File: config.mk
export PLATFORM = sky130hd
export DESIGN_NAME = uart_rx_fifo
export DESIGN_NICKNAME = d
export VERILOG_FILES = /design/src/rtl/uart_pkg.sv /design/src/rtl/uart_rx_fifo_ram.sv /design/src/rtl/uart_rx_fifo.sv
export SDC_FILE = /design/constraint.sdc
export NUM_CORES = 1
export LEC_CHECK = 0
export CAP_MARGIN = 0
export CORE_ASPECT_RATIO = 0.5
export CORE_UTILIZATION = 58
export CTS_BUF_LIST = sky130_fd_sc_hd__clkbuf_4 sky130_fd_sc_hd__clkbuf_8 sky130_fd_sc_hd__clkbuf_16
export CTS_CLUSTER_SIZE = 40
export DETAILED_ROUTE_END_ITERATION = 10
export GPL_ROUTABILITY_DRIVEN = 0
export PLACE_DENSITY = 0.78
export SKIP_CTS_REPAIR_TIMING = 1
export SLEW_MARGIN = 20
export SYNTH_ARGS = -nofsm -noshare
export SYNTH_HDL_FRONTEND = slang
export SYNTH_HIERARCHICAL = 1
export SYNTH_SLANG_ARGS = --single-unit
File: constraint.sdc
create_clock -name clk50m -period 4.4 [get_ports clk50m]
set_input_delay 0.44 -clock clk50m [delete_from_list [all_inputs] [get_ports clk50m]]
set_output_delay 0.44 -clock clk50m [all_outputs]
set_load 0.01 [all_outputs]
File: src/rtl/uart_pkg.sv
// Shared types for the UART receive path: the buffered entry layout and data width.
package uart_pkg;

    localparam int UART_DATA_W = 8;

    typedef struct packed {
        logic                   err;
        logic [UART_DATA_W-1:0] data;
    } rx_entry_t;

endpackage

File: src/rtl/uart_rx_fifo_ram.sv
// Entry storage for uart_rx_fifo: one synchronous write port, one asynchronous read port.
// Deliberately unreset; the pointers in the parent decide which words are meaningful.
module uart_rx_fifo_ram #(
    parameter int DEPTH = 16,
    parameter int WIDTH = 8,
    parameter int AW    = $clog2(DEPTH)
) (
    input  logic             clk_i,
    input  logic             we_i,
    input  logic [AW-1:0]    waddr_i,
    input  logic [WIDTH-1:0] wdata_i,
    input  logic [AW-1:0]    raddr_i,
    output logic [WIDTH-1:0] rdata_o
);

    logic [WIDTH-1:0] mem_q [DEPTH];

    // Write port: capture the pushed entry on the rising edge.
    always_ff @(posedge clk_i) begin
        if (we_i) begin
            mem_q[waddr_i] <= wdata_i;
        end
    end

    assign rdata_o = mem_q[raddr_i];

endmodule

File: src/rtl/uart_rx_fifo.sv
// First-word-fall-through receive buffer behind the UART receiver, with level, full/empty
// and sticky overflow. Define UART_RX_FIFO_ERRTAG_EN to store frame-error bytes with a tag.
module uart_rx_fifo
    import uart_pkg::*;
#(
    parameter int DEPTH = 16
) (
    input  logic                     clk50m,
    input  logic                     rst,
    input  logic [7:0]               rx_data,
    input  logic                     rx_ready,
    input  logic                     rx_error,
    output logic [7:0]               rd_data,
    output logic                     rd_err,
    output logic                     rd_valid,
    input  logic                     rd_ready,
    output logic [$clog2(DEPTH):0]   level,
    output logic                     full,
    output logic                     empty,
    output logic                     overflow,
    input  logic                     ovf_clr
);

    localparam int AW = $clog2(DEPTH);
`ifdef UART_RX_FIFO_ERRTAG_EN
    localparam int ENTRY_W = $bits(rx_entry_t);
`else
    localparam int ENTRY_W = UART_DATA_W;
`endif
    localparam logic [AW:0] PTR_ONE = {{AW{1'b0}}, 1'b1};

    logic [AW:0]         wr_ptr_q, wr_ptr_d;
    logic [AW:0]         rd_ptr_q, rd_ptr_d;
    logic                overflow_q, overflow_d;
    logic                push_req_s;
    logic                pop_s;
    logic                wr_en_s;
    logic                drop_s;
    logic                full_s;
    logic                empty_s;
    logic [ENTRY_W-1:0]  wr_entry_s;
    logic [ENTRY_W-1:0]  head_entry_s;

`ifdef UART_RX_FIFO_ERRTAG_EN
    rx_entry_t wr_ent_s;
    rx_entry_t head_ent_s;

    assign push_req_s     = rx_ready | rx_error;
    assign wr_ent_s.err   = rx_error;
    assign wr_ent_s.data  = rx_data;
    assign wr_entry_s     = wr_ent_s;
    assign head_ent_s     = head_entry_s;
    assign rd_data        = head_ent_s.data;
    assign rd_err         = head_ent_s.err;
`else
    // A simultaneous error pulse marks the byte as bad, so it is not buffered.
    assign push_req_s     = rx_ready & ~rx_error;
    assign wr_entry_s     = rx_data;
    assign rd_data        = head_entry_s;
    assign rd_err         = 1'b0;
`endif

    assign empty_s = (wr_ptr_q == rd_ptr_q);
    assign full_s  = (wr_ptr_q[AW] != rd_ptr_q[AW]) && (wr_ptr_q[AW-1:0] == rd_ptr_q[AW-1:0]);

    // When full, a same-cycle pop frees the slot the push overwrites.
    assign pop_s   = ~empty_s & rd_ready;
    assign wr_en_s = push_req_s & (~full_s | pop_s);
    assign drop_s  = push_req_s & full_s & ~pop_s;

    uart_rx_fifo_ram #(
        .DEPTH (DEPTH),
        .WIDTH (ENTRY_W),
        .AW    (AW)
    ) u_ram (
        .clk_i   (clk50m),
        .we_i    (wr_en_s),
        .waddr_i (wr_ptr_q[AW-1:0]),
        .wdata_i (wr_entry_s),
        .raddr_i (rd_ptr_q[AW-1:0]),
        .rdata_o (head_entry_s)
    );

    // Next-state for pointers and the sticky overflow flag.
    always_comb begin
        wr_ptr_d   = wr_ptr_q;
        rd_ptr_d   = rd_ptr_q;
        overflow_d = overflow_q;
        if (wr_en_s) begin
            wr_ptr_d = wr_ptr_q + PTR_ONE;
        end else begin
            wr_ptr_d = wr_ptr_q;
        end
        if (pop_s) begin
            rd_ptr_d = rd_ptr_q + PTR_ONE;
        end else begin
            rd_ptr_d = rd_ptr_q;
        end
        if (drop_s) begin
            overflow_d = 1'b1;
        end else if (ovf_clr) begin
            overflow_d = 1'b0;
        end else begin
            overflow_d = overflow_q;
        end
    end

    // State registers.
    always_ff @(posedge clk50m or posedge rst) begin
        if (rst) begin
            wr_ptr_q   <= {(AW+1){1'b0}};
            rd_ptr_q   <= {(AW+1){1'b0}};
            overflow_q <= 1'b0;
        end else begin
            wr_ptr_q   <= wr_ptr_d;
            rd_ptr_q   <= rd_ptr_d;
            overflow_q <= overflow_d;
        end
    end

    assign level    = wr_ptr_q - rd_ptr_q;
    assign full     = full_s;
    assign empty    = empty_s;
    assign rd_valid = ~empty_s;
    assign overflow = overflow_q;

endmodule

==> flow_summary.json, run 1 <==
{
  "status": "completed",
  "yosysMostFrequentCell": "edfxtp_1",
  "synth-seq-area-share": 0.723,
  "ir_worst_vdd_mv": 0.622,
  "viasPerCell": 6.25,
  "pre_cts_ws_ns": 1.38,
  "yosys_most_used_dff": "edfxtp_1",
  "maxCapViolations": 0,
  "tns_ns": 0,
  "crit_chain": "buf_4, mux4_2, a22oi_1, nand2_1, clkdlybuf4s50_1",
  "power_mw": 4.68,
  "synth_top_cell_area_share": 0.675,
  "slowest_stage": "mux4_2",
  "tightestPinTransition_ns": 1.00,
  "fmax_mhz": 296,
  "detail_route.wl_per_cell_microns": 24.5,
  "areaGrowthSynthToFinish_pct": 18.0,
  "grt_usage": 0.260,
  "grt_pass1_vias": 2930,
  "grt_first_pass_wirelength_microns": 18000,
  "dieWidth_microns": 142,
  "cts_made_buffers": 17,
  "clockBufferDepth": 2,
  "layout_setup_ws_ns": 1.02,
  "postLayoutCellArea_sq_um": 6720,
  "hold_viol_final": 0,
  "vias": 2994,
  "critPathRequiredTime_ns": 3.96,
  "yosysTopAreaCell": "edfxtp_1",
  "setup_viol": 0,
  "worstPathArrival_ns": 2.94,
  "nNetsFinal": 352,
  "gr-total-overflow": 0,
  "hold_path_class": "input port to async pin",
  "finalClockSkew_ns": 0.0100,
  "drive_gt1_frac": 0.174,
  "rsz0062_at_grt": "false",
  "dpl_cell_area_sq_um": 6110,
  "relSlewSlack": 0.330,
  "synth_top_cells_by_area": "edfxtp_1 68%, mux4_2 7.1%, mux4_1 6.5%, dfrtp_1 4.8%, a22oi_1 2.1%",
  "cts_root_buf": "clkbuf_16",
  "ys_top_cells_by_count": "128 x edfxtp_1, 18 x mux4_2, 17 x nor2_1, 16 x a22oi_1, 14 x mux4_1",
  "core-area_sq_um": 9480,
  "clk_pin_slew_ns": 0.06,
  "initial_core_util": 0.601,
  "syn-num-nets": 309,
  "critPathLaunch": "rd_ptr_q[0]",
  "htree_levels": 4,
  "dieHeight_microns": 72.1,
  "hpwl_microns": 7280,
  "final_min_period_over_clock_period": 0.769,
  "cp_slowest_stage_delay_ns": 0.58,
  "drv_slew": 0,
  "yosysWarningCount": 6,
  "firstDrtPassIters": 5,
  "ios": 32,
  "rows": 25,
  "synth.cell_area_sq_um": 5690,
  "path_max_fanout": 32,
  "clkLatencyLatePin_ns": 0.42,
  "async_reset_ff_frac": 0.0791,
  "syn_area_per_cell_sq_um": 19.8,
  "antenna_found_initial": 0,
  "syn_inst": 288,
  "p_leak_nw": 2.31,
  "grt_max_degree": 35,
  "cts_tree": "built",
  "r2r-start": "wr_ptr_q[0]",
  "power_density_nw_per_um2": 697,
  "drt_iter0_markers": 357,
  "portBuffers": 30,
  "synth_edf_count": 128,
  "ys_ff_latch": 139,
  "drc_errors": 0,
  "cp-start-kind": "register",
  "die_area_sq_um": 10200,
  "wirelength_microns": 11800,
  "fin_crit_ns": 3.38,
  "criticalPathCategory": "register to primary output",
  "synth_cell_types": 36,
  "endpoint_kind": "primary output",
  "clock_sinks": 139,
  "diodes": 0,
  "antenna_left": 0
}
registers in the layout, indices dropped and copies added (netlist names):
name         count
u_ram/mem_q    128
wr_ptr_q         5
rd_ptr_q         5
overflow         1
routing by layer:
layer  vias up  wire, microns  GRT usage
met5         -              0          0
met4         0            192      0.106
met3        25           1150     0.0772
met2       189           5290      0.367
met1      1526           5120      0.386
li1       1254              -          -
layout make-up:
class,count,area (sq um)
multi-input combinational,126,1440
timing repair buffer,35,338
sequential,139,4120
inverter,12,45.0
clock inverter,15,180
tap,135,169
clock buffer,17,425
fill,550,2760
report_power, final:
| part | internal [mW] | leakage (nW) | switching (mW) |
|---|---|---|---|
| registers | 1.56 | 1.29 | 0.120 |
| logic | 0.780 | 0.727 | 0.775 |
| clock network | 0.935 | 0.295 | 0.513 |
| total | 3.27 | 2.31 | 1.41 |
cell families (layout without fill, tap and decap cells):
kind of cell    count (synthesis)  after routing  synth area share
simple gates                   49             49            0.0420
flops                         139            139             0.723
mux                            33             33             0.138
compound gates                 24             24            0.0347
other cells                     1              1          0.000659
xor+xnor                       12             12            0.0198
buf+inv                        23             79            0.0244
fa+ha+maj                       7              7            0.0167
worst max-delay path, delay by kind of cell, from the launching register on:
kind,cells,cell delay [ns]
AO/OA/AOI/OAI,1,0.40
multiplexers,1,0.58
AND/OR/NAND/NOR,1,0.12
flip-flops,1,0.41
buffers and inverters,2,1.00
cell usage in the layout, fill, tap and decap left out, drive strengths merged:
master	instances
edfxtp	128
mux4	32
clkdlybuf4s50	30
nor2	17
clkbuf	17
a22oi	16
inv	12
nand2	12
dfrtp	11
clkinv	9
xnor2	7
ha	6
xor2	5
buf	5
nor3	5
bufinv	4
nand3	3
nand4	3
a21o	2
a21oi	2
clkinvlp	2
nand3b	2
nand2b	2
o311ai	1
mux2	1
and4	1
a21boi	1
o21ai	1
a32o	1
fa	1
conb	1
nor2b	1
and2	1
and2b	1
or3b	1
stage by stage:
step / cells / utilization / hold WS, ns
2_1_floorplan: 288 / - / 0.292
3_3_place_gp: 447 / 0.644 / 0.486
3_5_place_dp: 447 / 0.644 / 0.484
4_1_cts: 479 / 0.708 / 0.345
5_1_grt: 479 / 0.709 / 0.375
6_report: 479 / 0.709 / 0.342
path summary, 6_finish.rpt:
kind / to / slack (ns) / cells after the start
worst max-delay path: rd_data[4] / 1.02 / 5
worst min-delay path: overflow / 0.34 / 2
worst max register to register: u_ram/mem_q[2][6] / 1.32 / 7
worst min register to register: overflow / 0.50 / 1
max in group asynchronous: rd_ptr_q[0] / 3.72 / 2
min in group clk50m: overflow / 0.50 / 1
Power figures use the tool's default switching activity.
==> inputs of run 2 (changes only) <==
Clock period 4.4 ns to 3.35 ns, I/O delays scaled along.
==> flow_summary.json, run 2 (synthesized netlist as in run 1, its figures left out) <==
{
  "ios": 32,
  "endpoint_kind": "primary output",
  "fmax_mhz": 329,
  "path_common_cell": "inv_1",
  "clkLatencyLatePin_ns": 0.42,
  "grt_pass1_vias": 2906,
  "pre_cts_ws_ns": 0.507,
  "grt_max_degree": 36,
  "dpl_cell_area_sq_um": 6160,
  "detail_route.wl_per_cell_microns": 22.8,
  "postLayoutCellArea_sq_um": 6710,
  "maxCapViolations": 0,
  "cts_tree": "built",
  "drv_slew": 0,
  "clk_pin_slew_ns": 0.06,
  "cp_slowest_stage_delay_ns": 0.57,
  "dieHeight_microns": 72.1,
  "htree_levels": 4,
  "core-area_sq_um": 9480,
  "areaGrowthSynthToFinish_pct": 17.8,
  "multi_input_area_sq_um": 1440,
  "hold_viol_final": 0,
  "relSlewSlack": 0.341,
  "regMostFlops": "u_ram/mem_q",
  "ir_worst_vdd_mv": 0.680,
  "diodes": 0,
  "critPathRequiredTime_ns": 3.01,
  "path_max_fanout": 11,
  "status": "completed",
  "final_min_period_over_clock_period": 0.907,
  "vias": 2881,
  "viasPerCell": 5.95,
  "wirelength_microns": 11000,
  "largest_reg_flops": 128,
  "register_area_sq_um": 4120,
  "tightestPinTransition_ns": 0.985,
  "nNetsFinal": 357,
  "clockBufferDepth": 2,
  "power_density_nw_per_um2": 890,
  "cp-start-kind": "register",
  "portBuffers": 30,
  "finalClockSkew_ns": 0.00923,
  "fin_crit_ns": 3.04,
  "layout_common_cells": "128 x edfxtp_1, 30 x clkdlybuf4s50_1, 18 x mux4_2, 17 x nor2_1, 17 x clkbuf_16",
  "rsz0062_at_grt": "false",
  "fin_util": 0.708,
  "initial_core_util": 0.601,
  "clock_sinks": 139,
  "dieWidth_microns": 142,
  "hold_path_class": "input port to async pin",
  "slowest_stage": "clkdlybuf4s50_1",
  "tns_ns": 0,
  "reg.largest.list": "u_ram/mem_q x128, rd_ptr_q x5, wr_ptr_q x5",
  "layout_setup_ws_ns": 0.311,
  "setup_viol": 0,
  "antenna_left": 0,
  "cts_made_buffers": 17,
  "gr-total-overflow": 0,
  "die_area_sq_um": 10200,
  "grt_usage": 0.240,
  "criticalPathCategory": "register to primary output",
  "antenna_found_initial": 0,
  "fill_cells": 583,
  "cts_root_buf": "clkbuf_16",
  "firstDrtPassIters": 5,
  "crit_buf_inv": 3,
  "worstPathArrival_ns": 2.70,
  "cp_top_family": "buffers and inverters",
  "rows": 25,
  "hpwl_microns": 6940,
  "drc_errors": 0,
  "final_common_cell": "edfxtp_1",
  "drt_iter0_markers": 284,
  "power_mw": 5.97,
  "drive_gt1_frac": 0.186,
  "grt_first_pass_wirelength_microns": 16700,
  "crit_chain": "inv_1, ha_1, inv_1, fa_1, a21o_1, a21oi_1, xnor2_1, clkdlybuf4s50_1",
  "p_leak_nw": 2.31
}
run 2: worst paths after layout:
path / start / endpoint / slack [ns] / depth (start not counted)
max: wr_ptr_q[0] / level[4] / 0.31 / 8
max in group asynchronous: rst / rd_ptr_q[0] / 2.79 / 2
min reg2reg: overflow / overflow / 0.50 / 1
min in group clk50m: overflow / overflow / 0.50 / 1
min: rst / wr_ptr_q[1] / 0.22 / 2
max reg2reg: wr_ptr_q[0] / u_ram/mem_q[10][0] / 0.59 / 7
run 2: through the flow:
step,hold slack [ns],cells
2_1_floorplan,0.187,288
3_3_place_gp,0.483,452
3_5_place_dp,0.490,452
4_1_cts,0.229,484
5_1_grt,0.264,484
6_report,0.223,484
run 2: layer usage:
| layer | wire [microns] | global-route usage |
|---|---|---|
| met2 | 5090 | 0.352 |
| met1 | 4890 | 0.339 |
| met4 | 146 | 0.0812 |
| met5 | 0 | 0 |
| met3 | 912 | 0.0891 |
run 2: worst reg2reg max path: cells and delay by family, from the launching register on:
family / cells / cell delay, ns
adder cells (fa/ha/maj): 1 / 0.35
AND/OR/NAND/NOR: 3 / 1.10
AO/OA/AOI/OAI: 1 / 0.15
flip-flops: 1 / 0.54
buffers and inverters: 2 / 0.23
run 2: report_power, final:
group | switching [mW] | leakage (nW) | internal [mW]
combinational | 1.05 | 0.757 | 1.06
clock | 0.672 | 0.270 | 1.02
sequential | 0.112 | 1.29 | 2.05
run 2: cell type report:
class                   count  share of cell area
clock inverters            13              0.0155
repair buffers             40              0.0578
clock buffers              19              0.0657
inverters                  12             0.00672
flip-flops and latches    139               0.614
well taps                 135              0.0252
multi-input cells         126               0.215
==> inputs of run 3 (changes only) <==
Settings changed: CTS_CLUSTER_DIAMETER set to 120.
==> results of run 3 <==
No change in the layout: final DEF, timing and power equal those of run 2.
